==> src/rtl/omi_lane_src.sv <==
// omi_lane_src: serialises 66b blocks into PHY_BITS lane beats, with header phase, slip and gearbox pauses
//   clk, rst          : clock, synchronous active-high reset
//   blk_valid/_header/_data : 66b block offered by the source
//   blk_ready         : block taken this cycle; asserted regardless of blk_valid, and an idle block is loaded if none is offered
//   ln_rx_valid/_header/_data : registered beat stream toward the host lane receiver
//   ln_rx_slip        : rising edge advances the header-boundary phase by one beat
//   phase, slip_cnt   : current header phase, saturating count of honoured slips
//   OMI_LANE_PRBS_EN  : when defined, idle payload comes from a PRBS23 LFSR instead of zeros
module omi_lane_src #(
    parameter int PHY_BITS   = 8,
    parameter int GAP_PERIOD = 32,
    parameter int INIT_PHASE = 3
) (
    input  logic                            clk,
    input  logic                            rst,
    input  logic                            blk_valid,
    input  logic [1:0]                      blk_header,
    input  logic [63:0]                     blk_data,
    output logic                            blk_ready,
    output logic                            ln_rx_valid,
    output logic [1:0]                      ln_rx_header,
    output logic [PHY_BITS-1:0]             ln_rx_data,
    input  logic                            ln_rx_slip,
    output logic [$clog2(64/PHY_BITS)-1:0]  phase,
    output logic [7:0]                      slip_cnt
);
    localparam int BEATS = 64 / PHY_BITS;
    localparam int PW = $clog2(BEATS);
    localparam logic [PW-1:0] LAST = PW'(BEATS - 1);
    localparam logic [PW-1:0] PH0 = PW'(INIT_PHASE);

    logic [63:0] blk_q, blk_d, in_data, idle_data;
    logic [1:0] bhdr_q, bhdr_d, hdr_q, hdr_d, in_hdr;
    logic [PW-1:0] cur_q, cur_d, phase_q, phase_d;
    logic [31:0] bcnt_q, bcnt_d;
    logic [PHY_BITS-1:0] data_q, data_d;
    logic [7:0] scnt_q, scnt_d;
    logic valid_q, valid_d, pause_q, pause_d, started_q, started_d, slip_q, slip_d;
    logic last, load, slip_edge;

`ifdef OMI_LANE_PRBS_EN
    logic [22:0] lfsr_q, lfsr_d, lfsr_nx;

    // Unroll 64 LFSR steps; payload bit k is the k-th generated bit.
    always_comb begin
        lfsr_nx = lfsr_q;
        idle_data = '0;
        for (int k = 0; k < 64; k++) begin
            idle_data[k] = lfsr_nx[22] ^ lfsr_nx[17];
            lfsr_nx = {lfsr_nx[21:0], idle_data[k]};
        end
        lfsr_d = (load && !blk_valid) ? lfsr_nx : lfsr_q;
    end

    always_ff @(posedge clk) lfsr_q <= rst ? '1 : lfsr_d;
`else
    assign idle_data = '0;
`endif

    always_comb begin
        in_data = blk_valid ? blk_data : idle_data;
        in_hdr = blk_valid ? blk_header : 2'b10;
        last = valid_q && cur_q == LAST;
        // A completed block that closes a gap period turns the next cycle into a pause, which then does the load.
        pause_d = last && GAP_PERIOD != 0 && bcnt_q + 32'd1 == 32'(GAP_PERIOD);
        load = !started_q || pause_q || (last && !pause_d);
        blk_ready = load && !rst;
        slip_edge = ln_rx_slip && !slip_q;
        slip_d = ln_rx_slip;
        phase_d = slip_edge ? phase_q + PW'(1) : phase_q;
        scnt_d = (slip_edge && scnt_q != 8'hff) ? scnt_q + 8'd1 : scnt_q;
        started_d = 1'b1;
        bcnt_d = last ? (pause_d ? '0 : bcnt_q + 32'd1) : bcnt_q;
        blk_d = load ? in_data : blk_q;
        bhdr_d = load ? in_hdr : bhdr_q;
        cur_d = load ? '0 : (valid_q && !last) ? cur_q + PW'(1) : cur_q;
        valid_d = load || (valid_q && !last);
        // Beat 0 bypasses the block register so a loaded block starts the very next cycle.
        data_d = load ? in_data[PHY_BITS-1:0] :
                 valid_d ? blk_q[int'(cur_d)*PHY_BITS +: PHY_BITS] : data_q;
        hdr_d = (!valid_d || cur_d != phase_q) ? hdr_q : (load ? in_hdr : bhdr_q);
    end

    always_ff @(posedge clk) begin
        if (rst) begin
            blk_q     <= '0;
            bhdr_q    <= '0;
            hdr_q     <= '0;
            cur_q     <= '0;
            phase_q   <= PH0;
            bcnt_q    <= '0;
            data_q    <= '0;
            scnt_q    <= '0;
            valid_q   <= 1'b0;
            pause_q   <= 1'b0;
            started_q <= 1'b0;
            slip_q    <= 1'b0;
        end else begin
            blk_q     <= blk_d;
            bhdr_q    <= bhdr_d;
            hdr_q     <= hdr_d;
            cur_q     <= cur_d;
            phase_q   <= phase_d;
            bcnt_q    <= bcnt_d;
            data_q    <= data_d;
            scnt_q    <= scnt_d;
            valid_q   <= valid_d;
            pause_q   <= pause_d;
            started_q <= started_d;
            slip_q    <= slip_d;
        end
    end

    assign ln_rx_valid = valid_q;
    assign ln_rx_header = hdr_q;
    assign ln_rx_data = data_q;
    assign phase = phase_q;
    assign slip_cnt = scnt_q;
endmodule

==> config.mk <==
export PLATFORM = sky130hd
export DESIGN_NAME = omi_lane_src
export DESIGN_NICKNAME = d
export VERILOG_FILES = /design/src/rtl/omi_lane_src.sv
export SDC_FILE = /design/constraint.sdc
export NUM_CORES = 1
export LEC_CHECK = 0
export CAP_MARGIN = 20
export CORE_MARGIN = 2
export CORE_UTILIZATION = 65
export CTS_BUF_LIST = sky130_fd_sc_hd__clkbuf_4 sky130_fd_sc_hd__clkbuf_8
export DETAILED_ROUTE_END_ITERATION = 16
export DONT_BUFFER_PORTS = 1
export PLACE_DENSITY_LB_ADDON = 0.1
export SETUP_SLACK_MARGIN = 0.2
export SYNTH_ARGS = -nofsm -noshare
export SYNTH_HDL_FRONTEND = slang
export SYNTH_SLANG_ARGS = --single-unit
==> constraint.sdc <==
create_clock -name clk -period 5.8 [get_ports clk]
set_clock_uncertainty 0.05 [all_clocks]
set_input_delay 1.74 -clock clk [delete_from_list [all_inputs] [get_ports clk]]
set_output_delay 1.74 -clock clk [all_outputs]
set_load 0.02 [all_outputs]
==> results by group, run 1 <==
GRT
  – Total GRT Usage: a little under a third
  – Initial antenna violation count: 0
  – Met2 GRT Util: between 40% and 50%
  – Largest net degree at the start of global routing: ~130
  – First-pass GRT wire length: about 26,000 µm
  – M3 GR Usage: under 10%
  – Vias in the first global route: just over 5k
  – Global routing usage on met1: 39.7%
  – Grt ovf: 0
  – Top Usage Layer GRT: met2

CTS
  – Clk buf depth: 2
  – Clk_lat worst skew: ~0.46 ns
  – H-tree levels: 4
  – Clock Tree Root: clkbuf_8
  – CTS Sinks: ~130
  – CTS resizes: 0
  – Post-CTS Setup Inserts: 0
  – Cts hold-fix bufs: 0
  – Clock-pin slew on the worst setup and hold paths: approximately 0.080 ns
  – CTS tree: done
  – CTS Buf Count: 17

Drt
  – Starting DRT DRC Count: 328
  – # DRC: 0
  – DRT Pass-1 Iters: 5
  – Antenna-violating nets left: 0
  – Vias per inst: roughly 6.5
  – Routed wire length per instance: ~18 µm
  – Final wirelength: between 15,000 and 20,000 µm
  – Via count: roughly 5.7k

STA
  – Hold_ws: about 0.40 ns
  – # setup viols final: 0
  – Setup tns final: 0 ns
  – Setup ws final: approximately 0.55 ns
  – Final Hold Violating Endpoints: 0
  – Final min period: ~5.3 ns
  – Worst-margin pin slew: roughly 1.0 ns
  – RSZ-0062 raised after global routing: false
  – Rel. slew slack: 31.3%
  – Crit share post-route: between 90% and 100%
  – Slew Limit Fails: 0
  – Max Clk Rate: about 190 MHz

Worst setup path
  – Crit path cell chain: ha_1, nand3_2, or4_1, nor2_1, a211o_1, o2bb2ai_1, nor4_4, o21a_2, nor2_1
  – Critical Path AT: approximately 3.5 ns
  – Startpoint Class: register
  – FF-to-FF Start: bcnt_q[0]
  – CP Capture Type: output pin
  – Crit Path Class: reg2out
  – Critical path required time: 4.01 ns
  – Critical Path Fanout Max: 8
  – Cell mode on critical path: nor2_1
  – R2r setup slk: approximately 1.2 ns
  – CP peak stage delay: 0.71 ns
  – CP startpoint: bcnt_q[0]
  – R2R cell count: 12
  – Crit path to: blk_ready
  – Worst path slowest cell: or4_1
  – FF-to-FF End: ln_rx_header[0]

Yosys
  – Top cells by area, synth: dfxtp_1 (40%), a21oi_1 (7.4%), nand3_1 (6.9%)
  – Warnings from Yosys: 0
  – Compound-Gate Fraction of Synth Area: between 15 and 20%
  – Count leader, synth: dfxtp_1
  – FF+latch count, synth: ~130
  – Synth top cells by count: dfxtp_1 (126), nand2_1 (106), a21oi_1 (93), nand3_1 (87), nor2_1 (40)
  – Net count after synthesis: between 800 and 900
  – Top-area cell type share of the netlist area: about two fifths
  – Distinct cells, synth: between 50 and 60
  – Proportion of synthesized area in mux cells: 7.40%
  – Sequential area share after synthesis: between 40 and 50%
  – Post-Synth Adder-Cell Area: 0.994%
  – Area leader, netlist: dfxtp_1
  – Synth Area per Inst: 8.14 µm²
  – Prevailing post-synth register cell: dfxtp_1
  – Netlist Area Pre-Place: 6290 µm²
  – Mapped Cells: between 700 and 800
  – Main combinational cell family by area after synthesis: simple AND/OR/NAND/NOR gates
  – Async SR Flop Fraction: 0%
  – XOR/XNOR Fraction of Synth Area: 4.46%
  – Synth Area in Simple Gates: a little over a quarter
  – Number of synthesized flops with an enable pin: 0

Worst hold path
  – Worst hold path type: reg2reg

Placed design
  – Pre-CTS setup slack: approximately 1.0 ns
  – GPL Wtd Cong: 0.930
  – Buffers added on ports: 0
  – Post-DP HPWL: ~11,000 µm

Pwr
  – Maximum VDD drop: between 0.2 and 0.25 mV
  – Leak: between 0.002 and 0.0025 µW
  – Pwr dens: ~280 nW/µm²
  – Total Power: between 1500 and 2000 µW

Job
  – Maximum capacitance violations: 0

Layout
  – Diodes inserted: 0
  – Fraction of layout cells with a size suffix above 1: just under 9%
  – Area Overhead vs Synth: 5.69%
  – Nets: about 810
  – Filler Cell Count: approximately 770

Floorplanning
  – Rows: 35
  – Die height: between 100 and 150 µm
  – Starting Density: 67.4%
  – Die Wd: 102 µm
  – Core Area: about 9300 µm²
  – IO Pins: between 90 and 100
  – Die area: 10,500 µm²

Outcome
  – Outcome: complete, no violations
-- how the worst min path moves through the flow --
stage               startpoint  cells past startpoint         to  slack (ns)
CTS                  blk_q[21]                      2  blk_q[21]        0.40
global placement      blk_q[1]                      2   blk_q[1]        0.38
global route         blk_q[63]                      2  blk_q[63]        0.42
floorplan             blk_q[0]                      2   blk_q[0]        0.38
detailed placement   blk_q[19]                      2  blk_q[19]        0.38
finish                blk_q[0]                      2   blk_q[0]        0.40
-- power breakdown --
group	total, µW	internal, µW	switching (µW)
clock	817	427	390
combinational	109	47.8	61.5
sequential	922	892	29.8
total	1850	1370	482
-- sequential cells by signal, summed over array words and instances, names as in the netlist --
register,flops
phase,3
slip_q,1
bhdr_q,2
started_q,1
blk_q,64
bcnt_q,32
pause_q,1
cur_q,3
ln_rx_valid,1
ln_rx_header,2
ln_rx_data,8
slip_cnt,8
-- per-stage QoR --
stage | cells | util (%) | instance area (µm²)
finish | 875 | 71.3 | 6650
global route | 875 | 71.3 | 6650
CTS | 874 | 71.2 | 6640
detailed placement | 842 | 66.7 | 6220
global placement | 842 | 66.7 | 6220
floorplan | 773 | - | 6290
-- layout make-up --
class                   instances  area (µm²)  share of cell area (%)
well taps                     129         161                    2.43
repair buffers                  5        37.5                   0.565
flip-flops and latches        126        2520                    37.9
clock buffers                  20         275                    4.14
clock inverters                12         148                    2.22
inverters                       5        18.8                   0.282
multi-input cells             578        3490                    52.4
-- cells by family after synthesis --
kind of cell	count (synthesis)
AO/OA/AOI/OAI	161
XOR/XNOR	32
adder cells (fa/ha/maj)	5
buffers and inverters	69
flip-flops	126
multiplexers	39
AND/OR/NAND/NOR	341
-- metal layers --
layer / part of all wire [%] / vias up
met5: 0 / -
met4: 4.4 / 0
met3: 6.6 / 59
met2: 48 / 242
met1: 41 / 2671
li1: - / 2703
-- layout by cell type, fill, tap and decap left out, drive strengths merged, types with 4 or more instances in the layout --
cell	synthesis	layout
and2	4	4
inv	5	11
nand4	22	22
mux2	10	10
and4	7	7
ha	5	5
o21ai	30	30
nor3	16	16
a221oi	11	11
buf	26	5
mux2i	24	24
xor2	17	17
xnor2	15	15
nor2	40	40
and3	9	9
or3	11	11
mux4	5	5
nand2	106	106
clkbuf	38	20
dfxtp	126	126
a21oi	93	93
nand3b	7	7
a31oi	5	5
nor4	16	16
nor2b	6	6
nand3	88	88
-- worst max-delay path: cells and delay by family, from the launching register on --
kind,cells,cell delay [ns]
compound gates,3,0.57
fa+ha+maj,1,0.27
flops,1,0.44
simple gates,5,1.73
Power figures use the tool's default switching activity.
==> run 2: changes to the inputs <==
--- a/config.mk
+++ b/config.mk
@@ -11,6 +11,7 @@
 export CTS_BUF_LIST = sky130_fd_sc_hd__clkbuf_4 sky130_fd_sc_hd__clkbuf_8
 export DETAILED_ROUTE_END_ITERATION = 16
 export DONT_BUFFER_PORTS = 1
+export GPL_TIMING_DRIVEN = 0
 export PLACE_DENSITY_LB_ADDON = 0.1
 export SETUP_SLACK_MARGIN = 0.2
 export SYNTH_ARGS = -nofsm -noshare
==> results by group, run 2 (synthesis results as in run 1) <==
GRT
  – Top Usage Layer GRT: met2
  – Global routing usage on met1: 40.8% (+1.1 points)
  – First-pass GRT wire length: 27,800 µm (+8.2%)
  – Grt ovf: 0 (unchanged)
  – Total GRT Usage: 34.3% (+2.8 points)
  – Largest net degree at the start of global routing: 17 (-86%)
  – M3 GR Usage: 6.57% (-2.5 points)
  – Initial antenna violation count: 0 (unchanged)
  – Vias in the first global route: 5,788 (+13%)
  – Met2 GRT Util: 58.2% (+8.7 points)

Drt
  – Starting DRT DRC Count: 334 (+1.8%)
  – Antenna-violating nets left: 0 (unchanged)
  – # DRC: 0 (unchanged)
  – DRT Pass-1 Iters: 5 (unchanged)
  – Routed wire length per instance: 18.6 µm (+1.9%)
  – Final wirelength: 17,400 µm (+9.1%)
  – Vias per inst: 6.40 (-1.3%)
  – Via count: 6,000 (+5.7%)

Worst setup path
  – Critical Path Fanout Max: 10 (+2)
  – CP Capture Type: output pin
  – FF-to-FF End: ln_rx_data[2]
  – FF-to-FF Start: bcnt_q[0]
  – Critical path required time: 4.01 ns (about the same)
  – Startpoint Class: register
  – Crit Path Class: reg2out
  – R2R cell count: 14 (+2)
  – R2r setup slk: 1.72 ns (+0.53 ns)
  – Critical Path AT: 3.62 ns (+0.16 ns)

Worst hold path
  – Worst hold path type: reg2reg
  – Worst Hold Depth: 2 (unchanged)
  – Worst hold start: blk_q[28]
  – Worst hold endpoint: blk_q[28]

STA
  – RSZ-0062 raised after global routing: false
  – # setup viols final: 0 (unchanged)
  – Final Hold Violating Endpoints: 0 (unchanged)
  – Final min period: 5.41 ns (+0.159 ns)
  – Rel. slew slack: 45.6% (+14 points)
  – Setup tns final: 0 ns (unchanged)
  – Crit share post-route: 93.3% (+2.7 points)
  – Worst-margin pin slew: 0.813 ns (-0.217 ns)
  – Slew Limit Fails: 0 (unchanged)
  – Max Clk Rate: 185 MHz (-2.9%)

Layout
  – Commonest cells after routing, fill and taps aside: dfxtp_1 (124), nand2_1 (106), a21oi_1 (93)
  – Nets: 871 (+7.8%)
  – Final core occ: 75.3% (+4.0 points)
  – Commonest non-fill, non-tap cell in the layout: dfxtp_1
  – Max reg flops: 64 (unchanged)
  – Diodes inserted: 0 (unchanged)
  – Register with the most flip-flops: blk_q
  – Top flop regs: blk_q x64, bcnt_q x32
  – Fraction of layout cells with a size suffix above 1: 12.3% (+3.4 points)
  – Area Overhead vs Synth: 11.6%

CTS
  – H-tree levels: 4 (unchanged)
  – Cts hold-fix bufs: 0 (unchanged)
  – CTS tree: done
  – CTS Buf Count: 17 (unchanged)
  – CTS Sinks: 126 (unchanged)
  – Clk buf depth: 2 (unchanged)
  – Clock Tree Root: clkbuf_8
  – Clock-pin slew on the worst setup and hold paths: 0.08 ns (about the same)
  – Clk_lat worst skew: 0.44 ns (-0.02 ns)

Floorplanning
  – IO Pins: 93 (unchanged)
  – Rows: 35 (unchanged)
  – Die height: 102 µm (unchanged)
  – Die area: 10,500 µm² (unchanged)
  – Starting Density: 67.4% (unchanged)
  – Die Wd: 102 µm (unchanged)
  – Core Area: 9330 µm² (unchanged)

Placed design
  – Buffers added on ports: 0 (unchanged)
  – Post-DP HPWL: 12,300 µm (+15%)
  – GPL Wtd Cong: 0.938 (+0.82%)

Pwr
  – Pwr dens: 270 nW/µm² (-2.9%)
  – Leak: 0.00237 µW (+7.7%)
  – Maximum VDD drop: 0.215 mV (-12%)

Job
  – Maximum capacitance violations: 0 (unchanged)

Outcome
  – Outcome: complete, no violations
## run 2: changes by cell type in the layout (fill, tap and decap cells not counted), sizes merged
cell      previous run  this run
clkbuf              20        54
buf                  5        31
bufinv               2         3
clkinv               2         5
inv                 11        10
clkinvlp             2         1
## run 2: routing by layer
layer | vias to the layer above | routed length, µm
li1 | 2845 | -
met1 | 2819 | 6880
met2 | 274 | 8590
met3 | 62 | 1210
met4 | 0 | 713
met5 | - | 0
## run 2: power by group
part | total, µW | internal [µW] | switching, µW
clock network | 829 | 433 | 396
logic | 146 | 55.1 | 90.5
registers | 921 | 891 | 30.4
## run 2: worst max-delay path, stage by stage, from the launching register on
cell	delay, ns
dfxtp_4	0.39
ha_4	0.17
nand3_4	0.11
or4_1	0.55
buf_2	0.19
or3_4	0.42
nor4_4	0.29
o2bb2ai_2	0.11
nor4_4	0.18
o21a_1	0.14
buf_4	0.16
buf_6	0.16
buf_6	0.16
nor2_1	0.12
## run 2: worst max path at each step
stage / depth (start not counted) / slack [ns] / to / start
after floorplan: 13 / 0.70 / blk_ready / bcnt_q[0]
after global placement: 12 / 0.05 / blk_ready / bcnt_q[11]
after detailed placement: 12 / 0.06 / blk_ready / bcnt_q[14]
after CTS: 13 / 0.21 / blk_ready / bcnt_q[0]
after global routing: 12 / 0.20 / blk_ready / bcnt_q[2]
final: 13 / 0.39 / blk_ready / bcnt_q[0]
## run 2: timing repair
item / 4_1_cts / 5_1_grt
pin swaps: 2 / 2
buffers inserted: 2 / 1
resized for setup: 13 / 26
endpoints found under the setup margin: 1 / 1
## run 2: layout make-up
class | count | area [µm²]
multi-input combinational | 578 | 3570
clock buffer | 17 | 234
timing repair buffer | 4 | 30.0
clock inverter | 14 | 184
buffer | 64 | 298
sequential | 126 | 2530
fill | 730 | 2310
tap | 129 | 161
inverter | 5 | 18.8
## run 2: through the flow
step           power, µW  worst slack [ns]  std cells  cell area [µm²]  hold WS, ns
2_1_floorplan       1040             0.699        773             6290        0.378
3_3_place_gp        1080            0.0537        902             6450        0.385
3_5_place_dp        1080            0.0637        902             6450        0.394
4_1_cts             1890             0.208        935             6930        0.405
5_1_grt             1950             0.202        937             7020        0.414
6_report            1900             0.388        937             7020        0.407
